[config.mk]
export PLATFORM = sky130hd
export DESIGN_NAME = mem_arbiter
export DESIGN_NICKNAME = d
export VERILOG_FILES = /design/src/rtl/mem_arbiter.sv
export SDC_FILE = /design/constraint.sdc
export NUM_CORES = 1
export LEC_CHECK = 0
export CORE_MARGIN = 5
export CORE_UTILIZATION = 43
export CTS_CLUSTER_SIZE = 14
export DETAILED_ROUTE_END_ITERATION = 6
export GPL_TIMING_DRIVEN = 1
export HOLD_SLACK_MARGIN = 0.12
export PLACE_DENSITY = 0.89
export SLEW_MARGIN = 20
export SYNTH_ARGS = -nofsm -noshare
export SYNTH_HDL_FRONTEND = slang
export SYNTH_SLANG_ARGS = --single-unit
[constraint.sdc]
create_clock -name clk -period 4.89 [get_ports clk]
set_input_delay 1.467 -clock clk [delete_from_list [all_inputs] [get_ports clk]]
set_output_delay 1.467 -clock clk [all_outputs]
set_load 0.03 [all_outputs]
[src/rtl/mem_arbiter.sv]
// Fetch/mem-stage arbiter for one shared single-port memory.
// One transaction in flight; data port wins unless fetch is starving.
module mem_arbiter #(
  parameter int STARVE_LIMIT = 4
) (
  input  logic        clk,
  input  logic        reset,
  input  logic        IReq,
  input  logic [31:0] IAddr,
  output logic [31:0] IRdata,
  output logic        IValid,
  output logic        IStall,
  input  logic        DReq,
  input  logic        DWe,
  input  logic [31:0] DAddr,
  input  logic [31:0] DWdata,
  input  logic [3:0]  DStrb,
  output logic [31:0] DRdata,
  output logic        DValid,
  output logic        DStall,
  output logic        MemReq,
  output logic        MemWe,
  output logic [31:0] MemAddr,
  output logic [31:0] MemWdata,
  output logic [3:0]  MemStrb,
  input  logic        MemReady,
  input  logic [31:0] MemRdata
);

  typedef enum logic [1:0] {
    IDLE,
    I_BUSY,
    D_BUSY
  } state_t;

  localparam logic [2:0] LIMIT = 3'(STARVE_LIMIT);

  state_t     state;
  state_t     stateNext;
  logic [2:0] starveCnt;
  logic [2:0] starveNext;
  logic       grantI;
  logic       grantD;
  logic       done;

  // Arbitration and completion; no grant while a Valid pulse is out,
  // so a requester that just completed is never granted twice.
  always_comb begin
    stateNext  = state;
    starveNext = starveCnt;
    grantI     = 1'b0;
    grantD     = 1'b0;
    done       = 1'b0;
    unique case (state)
      IDLE: begin
        if (!IValid && !DValid) begin
          if (DReq && (!IReq || starveCnt < LIMIT)) begin
            grantD    = 1'b1;
            stateNext = D_BUSY;
            if (!IReq)
              starveNext = 3'd0;
            else if (starveCnt != 3'd7)
              starveNext = starveCnt + 3'd1;
          end else if (IReq) begin
            grantI     = 1'b1;
            stateNext  = I_BUSY;
            starveNext = 3'd0;
          end
        end
      end
      I_BUSY, D_BUSY: begin
        if (MemReady) begin
          done      = 1'b1;
          stateNext = IDLE;
        end
      end
      default: stateNext = IDLE;
    endcase
  end

  // State and starvation counter registers
  always_ff @(posedge clk or negedge reset) begin
    if (!reset) begin
      state     <= IDLE;
      starveCnt <= 3'd0;
    end else begin
      state     <= stateNext;
      starveCnt <= starveNext;
    end
  end

  // Capture the granted request; memory port is driven only from here
  always_ff @(posedge clk or negedge reset) begin
    if (!reset) begin
      MemWe    <= 1'b0;
      MemAddr  <= 32'd0;
      MemWdata <= 32'd0;
      MemStrb  <= 4'd0;
    end else if (grantD) begin
      MemWe    <= DWe;
      MemAddr  <= DAddr;
      MemWdata <= DWdata;
      MemStrb  <= DStrb;
    end else if (grantI) begin
      MemWe    <= 1'b0;
      MemAddr  <= IAddr;
      MemWdata <= 32'd0;
      MemStrb  <= 4'hF;
    end
  end

  // Completion pulses and returned data, held until the next completion
  always_ff @(posedge clk or negedge reset) begin
    if (!reset) begin
      IValid <= 1'b0;
      DValid <= 1'b0;
      IRdata <= 32'd0;
      DRdata <= 32'd0;
    end else begin
      IValid <= done && (state == I_BUSY);
      DValid <= done && (state == D_BUSY);
      if (done && state == I_BUSY)
        IRdata <= MemRdata;
      if (done && state == D_BUSY && !MemWe)
        DRdata <= MemRdata;
    end
  end

  assign MemReq = (state != IDLE);
  assign IStall = IReq & ~IValid;
  assign DStall = DReq & ~DValid;

endmodule

# After elaboration in Yosys (flattened, before gate mapping)
# Index checks and enable logic that the tools add are counted.
totals:
  ff_bits: 140
  latchBits: 0
  ram_bits: 0
  rom_bits: 0
  inputBits: 138
  out_inout_bits: 138
  word_cells: 66
  n_memories: 0
op_classes:
  add_sub_neg: 1
  mul: 0
  div_mod_pow: 0
  order_cmp: 1
  n_eq_ne: 7
  shifts: 0
  muxes: 26
  bitwise: 4
  reduce_logical: 17
ops:
  columns: ["operator", "count"]
  rows:
  - ["32-bit 2-to-1 mux", 4]
  - ["3-bit 2-to-1 mux", 4]
  - ["1-bit 2-to-1 mux", 11]
  - ["2-bit 2-to-1 mux", 4]
  - ["4-bit 2-to-1 mux", 2]
  - ["3-bit != test (second input constant)", 2]
  - ["2-bit nonzero test", 3]
  - ["1-bit logical AND", 5]
  - ["1-bit zero test", 4]
  - ["2-bit != test (second input constant)", 2]
  - ["2-bit case mux with 2 select lines", 1]
  - ["4-bit AND reduction", 1]
  - ["3-bit by 1-bit adder with 3-bit output (second input constant)", 1]
  - ["3-bit < comparator (second input constant)", 1]
  - ["3-bit by 2-bit != test with 1-bit output (second input constant)", 1]
  - ["3-bit AND reduction", 1]
  - ["1-bit bitwise AND", 2]
  - ["2-bit by 1-bit equality test with 1-bit output (second input constant)", 1]
  - ["2-bit equality test (second input constant)", 1]
  - ["2-bit zero test", 1]
  - ["1-bit NOT", 2]
  - ["2-bit OR reduction", 1]
  - ["1-bit logical OR", 1]

# Longest topological paths before layout
# Gate-level depths: netlist of the first run.
logic_depth:
  word_depth: 8
  mapped_depth: 7
  depth_no_buf: 6

# Worst setup path before layout of the first run
# No wires, ideal clock.
synth_path:
  path_kind: "input -> output"
  start: "in DReq"
  end: "out DStall"
  arrival_time_ps: 1922
  required_time_ps: 3423
  path_slack_ps: 1501
  path_stages: 1
  path_buffers: 0
  cell_sequence: "nor2b_1"
synth_via:
  elab_chain_len: 1
synth_lines:
  columns: ["element", "line_no", "rtl"]
  rows:
  - ["from (decl)", "13", "input logic DReq,"]
  - ["1-bit bitwise AND", "131", "assign DStall = DReq & ~DValid;"]
  - ["to (decl)", "20", "output logic DStall,"]
# Every way passes these cells.

# Worst setup path after layout of the first run
layout_path:
  start: "in IReq"
  end: "out IStall"
layout_via:
  elab_chain_len: 1
layout_lines:
  columns: ["element", "line_no", "rtl"]
  rows:
  - ["from (decl)", "8", "input logic IReq,"]
  - ["1-bit bitwise AND", "130", "assign IStall = IReq & ~IValid;"]
  - ["to (decl)", "12", "output logic IStall,"]
# Every way passes these cells.

==> results of run 1 <==
state kept, by name (all words and copies together), names as in the netlist:
register   count
state          2
starveCnt      3
MemWdata      32
IRdata        32
MemStrb        4
DValid         1
DRdata        32
MemAddr       32
IValid         1
MemWe          1
critical path, delay by kind of cell:
kind,cells,cell delay (ps)
simple gates,1,170
buf+inv,2,1260
layout by cell type (no fill, tap or decap), drive strengths merged, types with 2 or more instances in the layout:
cell type,instances
inv,6
clkdlybuf4s50,274
ha,5
a22o,35
clkinv,6
buf,6
clkinvlp,5
nand2,35
o22a,4
nand3b,2
o22ai,33
and3,2
dfrtp,140
bufinv,2
mux2,65
o21ai,34
nor2,2
clkbuf,19
nor2b,3
layout make-up:
cell class | count | area (um^2) | share of cell area, %
flip-flops and latches | 140 | 3500 | 39.3
repair buffers | 281 | 2800 | 31.4
multi-input cells | 229 | 1810 | 20.2
clock buffers | 18 | 429 | 4.81
well taps | 172 | 215 | 2.41
clock inverters | 14 | 148 | 1.65
inverters | 5 | 18.8 | 0.210
logic make-up after synthesis:
family                   synth area share, %
buffers and inverters                   3.06
multiplexers                            13.4
adder cells (fa/ha/maj)                 1.14
AO/OA/AOI/OAI                           13.9
flip-flops                              64.0
AND/OR/NAND/NOR                         4.48
routing by layer:
layer	wire length, um	track usage (%)
met3	2140	11.1
met2	8580	39.2
met5	0	0
met1	6070	24.3
met4	470	9.66
metrics by stage:
stage	cell area [um^2]	utilization [%]	instances	power [W]	setup WS, ps
2_1_floorplan	5470	-	401	0.00391	1500
3_3_place_gp	8340	66.4	827	0.00528	559
3_5_place_dp	8340	66.4	827	0.00540	529
4_1_cts	8920	70.9	859	0.00669	526
5_1_grt	8920	71.0	859	0.00696	466
6_report	8920	71.0	859	0.00663	529
power groups by stage:
| stage | Combinational (W) | Clock [W] | Sequential [W] |
|---|---|---|---|
| 2_1_floorplan | 0.000891 | 0 | 0.00302 |
| 3_3_place_gp | 0.00331 | 0 | 0.00197 |
| 3_5_place_dp | 0.00339 | 0 | 0.00201 |
| 4_1_cts | 0.00341 | 0.00127 | 0.00201 |
| 5_1_grt | 0.00357 | 0.00132 | 0.00207 |
| 6_report | 0.00338 | 0.00125 | 0.00201 |
worst max path at each step:
| stage | slack [ps] | end | from | cells after the start |
|---|---|---|---|---|
| 2_1_floorplan | 1500 | DStall | DReq | 1 |
| 3_3_place_gp | 560 | IStall | IReq | 3 |
| 3_5_place_dp | 530 | IStall | IReq | 3 |
| 4_1_cts | 530 | IStall | IReq | 3 |
| 5_1_grt | 470 | IStall | IReq | 3 |
| 6_report | 530 | IStall | IReq | 3 |
==> flow_summary.json, run 1 <==
{
  "p_sw_w": 0.00272,
  "postRouteAntennaNets": 0,
  "yosysUniqueCellTypes": 35,
  "cts.clk_slew.worst_paths_ps": 60,
  "synth_top_area_cell": "dfrtp_1",
  "p_int_w": 0.00392,
  "hold_class": "reg2reg",
  "cts_resized": 0,
  "cp_slowest_cell": "clkdlybuf4s50_1",
  "route.detailed.drc": 0,
  "reg2reg_slack_ps": 2550,
  "first_global_vias": 4872,
  "final_nets": 817,
  "syn-num-nets": 544,
  "ys_seq_elements": 140,
  "dp_hpwl_um": 12700,
  "min_from": "MemAddr[8]",
  "slowest_delay_ps": 680,
  "ir_worst_vdd_v": 0.000591,
  "synth_area_leaders": "dfrtp_1 (64%), mux2_2 (13%), a22o_1 (5.4%)",
  "path_max_fanout": 6,
  "cts_sinks": 140,
  "grt_pass1_wl_um": 26000,
  "clkPwrFrac_pct": 18.8,
  "cts.path.max_buffers": 2,
  "vias": 4431,
  "cp-start-kind": "input pin",
  "overflow": 0,
  "ioPinCount": 276,
  "insertion_delay_ps": 410,
  "cts_buffers": 17,
  "synth_edf_count": 0,
  "antenna_cells": 0,
  "postCtsHoldBufs": 0,
  "p_per_area_nw_per_um2": 744,
  "p_leak_nw": 3.80,
  "core_um2": 12600,
  "synthTopCellsByCount": "dfrtp_1 (140), mux2_2 (63), nand2_1 (35)",
  "status": "finished clean",
  "path_class": "in2out",
  "async_flop_share_pct": 100,
  "ys_seq_area_share_pct": 64.0,
  "drv_slew": 0,
  "antenna_found_initial": 0,
  "regToRegEndpoint": "MemWdata[29]",
  "root_buffer": "clkbuf_16",
  "rows": 41,
  "maxCapViolations": 0,
  "reg2regPathDepth": 5,
  "fin_skew_ps": 5.44,
  "path_cells": "clkdlybuf4s50_1 -> nor2b_1 -> clkdlybuf4s50_1",
  "area_delta_synth_final_pct": 63.0,
  "synth_area_um2": 5470,
  "fin_crit_sh_pct": 89.2,
  "synth.most_common_cell": "dfrtp_1",
  "worst_pin_slew_ps": 920,
  "max_freq_mhz": 229,
  "worstPathArrival_ps": 2890,
  "synth_top_area_share_pct": 64.0,
  "gp_congestion": 0.756,
  "postCtsSetupRepairBufs": 0,
  "initial_core_util_pct": 43.6,
  "finalSetupViolCount": 0,
  "chipHeight_um": 123,
  "fin_setup_tns_ps": 0,
  "numPortBuffers": 275,
  "htreeDepth": 4,
  "wl_per_cell_um": 20.1,
  "timing.rr.start": "state[1]",
  "ys.flop_type": "dfrtp_1",
  "avgSynthCellArea_um2": 13.7,
  "cp.required_ps": 3420,
  "drt-total-wl_um": 17300,
  "rsz0062_at_grt": "no",
  "crit_path_frequent_cell": "clkdlybuf4s50_1",
  "hold_viol": 0,
  "critPathCaptureType": "output pin",
  "dieArea_um2": 15100,
  "power_frac_seq_pct": 30.3,
  "cts_tree": "yes",
  "min_to": "MemAddr[8]",
  "p_comb_share_pct": 50.9,
  "grt_max_degree": 121,
  "whs_ps": 480,
  "drt-initial-drc-count": 196,
  "grt_util_all_layers_pct": 23.0,
  "first_pass_iters": 5,
  "slew-limit-headroom_pct": 38.7,
  "synth_cells": 401,
  "n_fill_cell": 836,
  "p_sw_share_pct": 41.0,
  "yosysWarnings": 0,
  "layout-drive-gt1-share_pct": 16.7,
  "period_needed_ps": 4360,
  "die_w_um": 123,
  "hold_path_depth": 2,
  "vias_per_cell": 5.16
}
Note: power is estimated with default switching activity, not from simulation.
==> run 2, diff against run 1 <==
- ABC_AREA: default -> 0
- HOLD_SLACK_MARGIN: 0.12 -> 0.02
==> results of run 2 <==
The final DEF is identical to that of run 1; final timing and power are the same.
==> run 3, diff against run 2 <==
- CORE_UTILIZATION: 43 -> 40
- PLACE_DENSITY: 0.89 -> 0.84
- clock period: 4.89 -> 4.87 ns (I/O delays scaled with it)
==> run 3 against run 2 <==
  * Sequential cell count unchanged
  * Clock-buffer cell count grew 4
  * Non-clock buffer count fell by 1
  * Global-route usage shrank 2.2 points
  * Sequential power about the same
  * Power rose by 0.65%
  * Worst hold slack better by 3.6 ps
  * Final cell count grew 0.23%
  * Clock skew up 1.7 ps
==> flow_summary.json, run 3 (synthesis gave the netlist of run 1 again) <==
{
  "p_comb_share_pct": 50.4,
  "p_leak_nw": 3.82,
  "first_global_vias": 4880,
  "grt_max_degree": 100,
  "die_w_um": 127,
  "postRouteAntennaNets": 0,
  "fin_skew_ps": 7.11,
  "overflow": 0,
  "power_frac_seq_pct": 30.1,
  "rows": 42,
  "n_fill_cell": 952,
  "cts_sinks": 140,
  "htreeDepth": 4,
  "first_pass_iters": 4,
  "worst_pin_slew_ps": 1070,
  "antenna_found_initial": 0,
  "clkPwrFrac_pct": 19.6,
  "worstPathArrival_ps": 2860,
  "fin_setup_tns_ps": 0,
  "drt-total-wl_um": 16700,
  "hold_class": "reg2reg",
  "maxCapViolations": 0,
  "initial_core_util_pct": 41.0,
  "antenna_cells": 0,
  "stdcell_count": 861,
  "final_common_cell": "clkdlybuf4s50_1",
  "p_per_area_nw_per_um2": 747,
  "wl_per_cell_um": 19.4,
  "grt_pass1_wl_um": 26100,
  "p_sw_share_pct": 40.0,
  "layout_common_cells": "clkdlybuf4s50_1 (274), dfrtp_1 (140), mux2_2 (63)",
  "p_int_w": 0.00400,
  "ir_worst_vdd_v": 0.000419,
  "layout-drive-gt1-share_pct": 16.1,
  "postCtsHoldBufs": 0,
  "drt-initial-drc-count": 226,
  "postCtsSetupRepairBufs": 0,
  "grt_util_all_layers_pct": 20.8,
  "hold_viol": 0,
  "cts.clk_slew.worst_paths_ps": 60,
  "multiInputGateArea_um2": 1800,
  "chipHeight_um": 127,
  "cts.path.max_buffers": 2,
  "vias": 4385,
  "route.detailed.drc": 0,
  "p_sw_w": 0.00267,
  "final_nets": 816,
  "cp-start-kind": "input pin",
  "dp_hpwl_um": 12500,
  "rsz0062_at_grt": "no",
  "cts_tree": "yes",
  "path_max_fanout": 6,
  "cts_resized": 0,
  "root_buffer": "clkbuf_16",
  "path_class": "in2out",
  "dp_cells": 830,
  "seqCellArea_um2": 3500,
  "ioPinCount": 276,
  "total_power_w": 0.00668,
  "gp_congestion": 0.836,
  "slew-limit-headroom_pct": 28.7,
  "status": "finished clean",
  "cp.required_ps": 3410,
  "cts_buffers": 17,
  "dp_slack_ps": 554,
  "insertion_delay_ps": 410,
  "worst_slack_ps": 546,
  "drv_slew": 0,
  "numPortBuffers": 275,
  "fin_crit_sh_pct": 88.8,
  "vias_per_cell": 5.09,
  "critPathCaptureType": "output pin",
  "finalSetupViolCount": 0,
  "period_needed_ps": 4320,
  "core_um2": 13300,
  "dieArea_um2": 16100,
  "max_freq_mhz": 231,
  "area_delta_synth_final_pct": 63.3
}
-- run 3: cell count changes in the layout (fill, tap and decap cells not counted) --
cell,before,now
clkinvlp_4,5,1
nand2_2,1,0
clkbuf_1,1,3
clkinv_2,3,1
buf_4,6,5
buf_6,0,1
clkbuf_8,1,2
bufinv_16,2,3
nand2_1,34,35
-- run 3: power groups by stage --
stage          Sequential [W]  Clock [W]  Combinational (W)
2_1_floorplan         0.00303          0           0.000895
3_3_place_gp          0.00198          0            0.00331
3_5_place_dp          0.00202          0            0.00339
4_1_cts               0.00201    0.00133            0.00340
5_1_grt               0.00208    0.00140            0.00356
6_report              0.00201    0.00131            0.00336
-- run 3: routing by layer --
metal,global-route usage (%),up-vias,share of wire (%)
li1,-,2005,-
met1,22.7,2126,37
met2,34.8,226,49
met3,10.8,28,12
met4,7.19,0,2.3
met5,0,-,0
-- run 3: per-stage QoR --
stage	utilization [%]	cell area [um^2]	hold WS [ps]
4_1_cts	67.0	8940	490
3_5_place_dp	62.5	8340	478
3_3_place_gp	62.5	8340	465
5_1_grt	67.0	8940	516
6_report	67.0	8940	484
2_1_floorplan	-	5470	475
-- run 3: critical path: stages --
cell             delay (ps)
clkdlybuf4s50_1         570
nor2b_1                 150
clkdlybuf4s50_1         680
-- run 3: area by class of cell --
| type | instances | area share, % |
|---|---|---|
| clock inverter | 9 | 1.54 |
| sequential | 140 | 39.2 |
| tap | 176 | 2.46 |
| clock buffer | 22 | 5.19 |
| inverter | 5 | 0.210 |
| timing repair buffer | 280 | 31.2 |
| multi-input combinational | 229 | 20.2 |
-- run 3: final timing paths --
check | depth (start not counted) | to | slack, ps | startpoint
worst max register to register | 5 | starveCnt[0] | 2410 | state[0]
worst max-delay path | 3 | IStall | 550 | IReq
max in group asynchronous | 2 | DRdata[4] | 2880 | reset
min in group asynchronous | 1 | IRdata[23] | 1120 | reset
worst min register to register | 2 | MemAddr[21] | 480 | MemAddr[21]
worst min-delay path | 2 | MemAddr[21] | 480 | MemAddr[21]
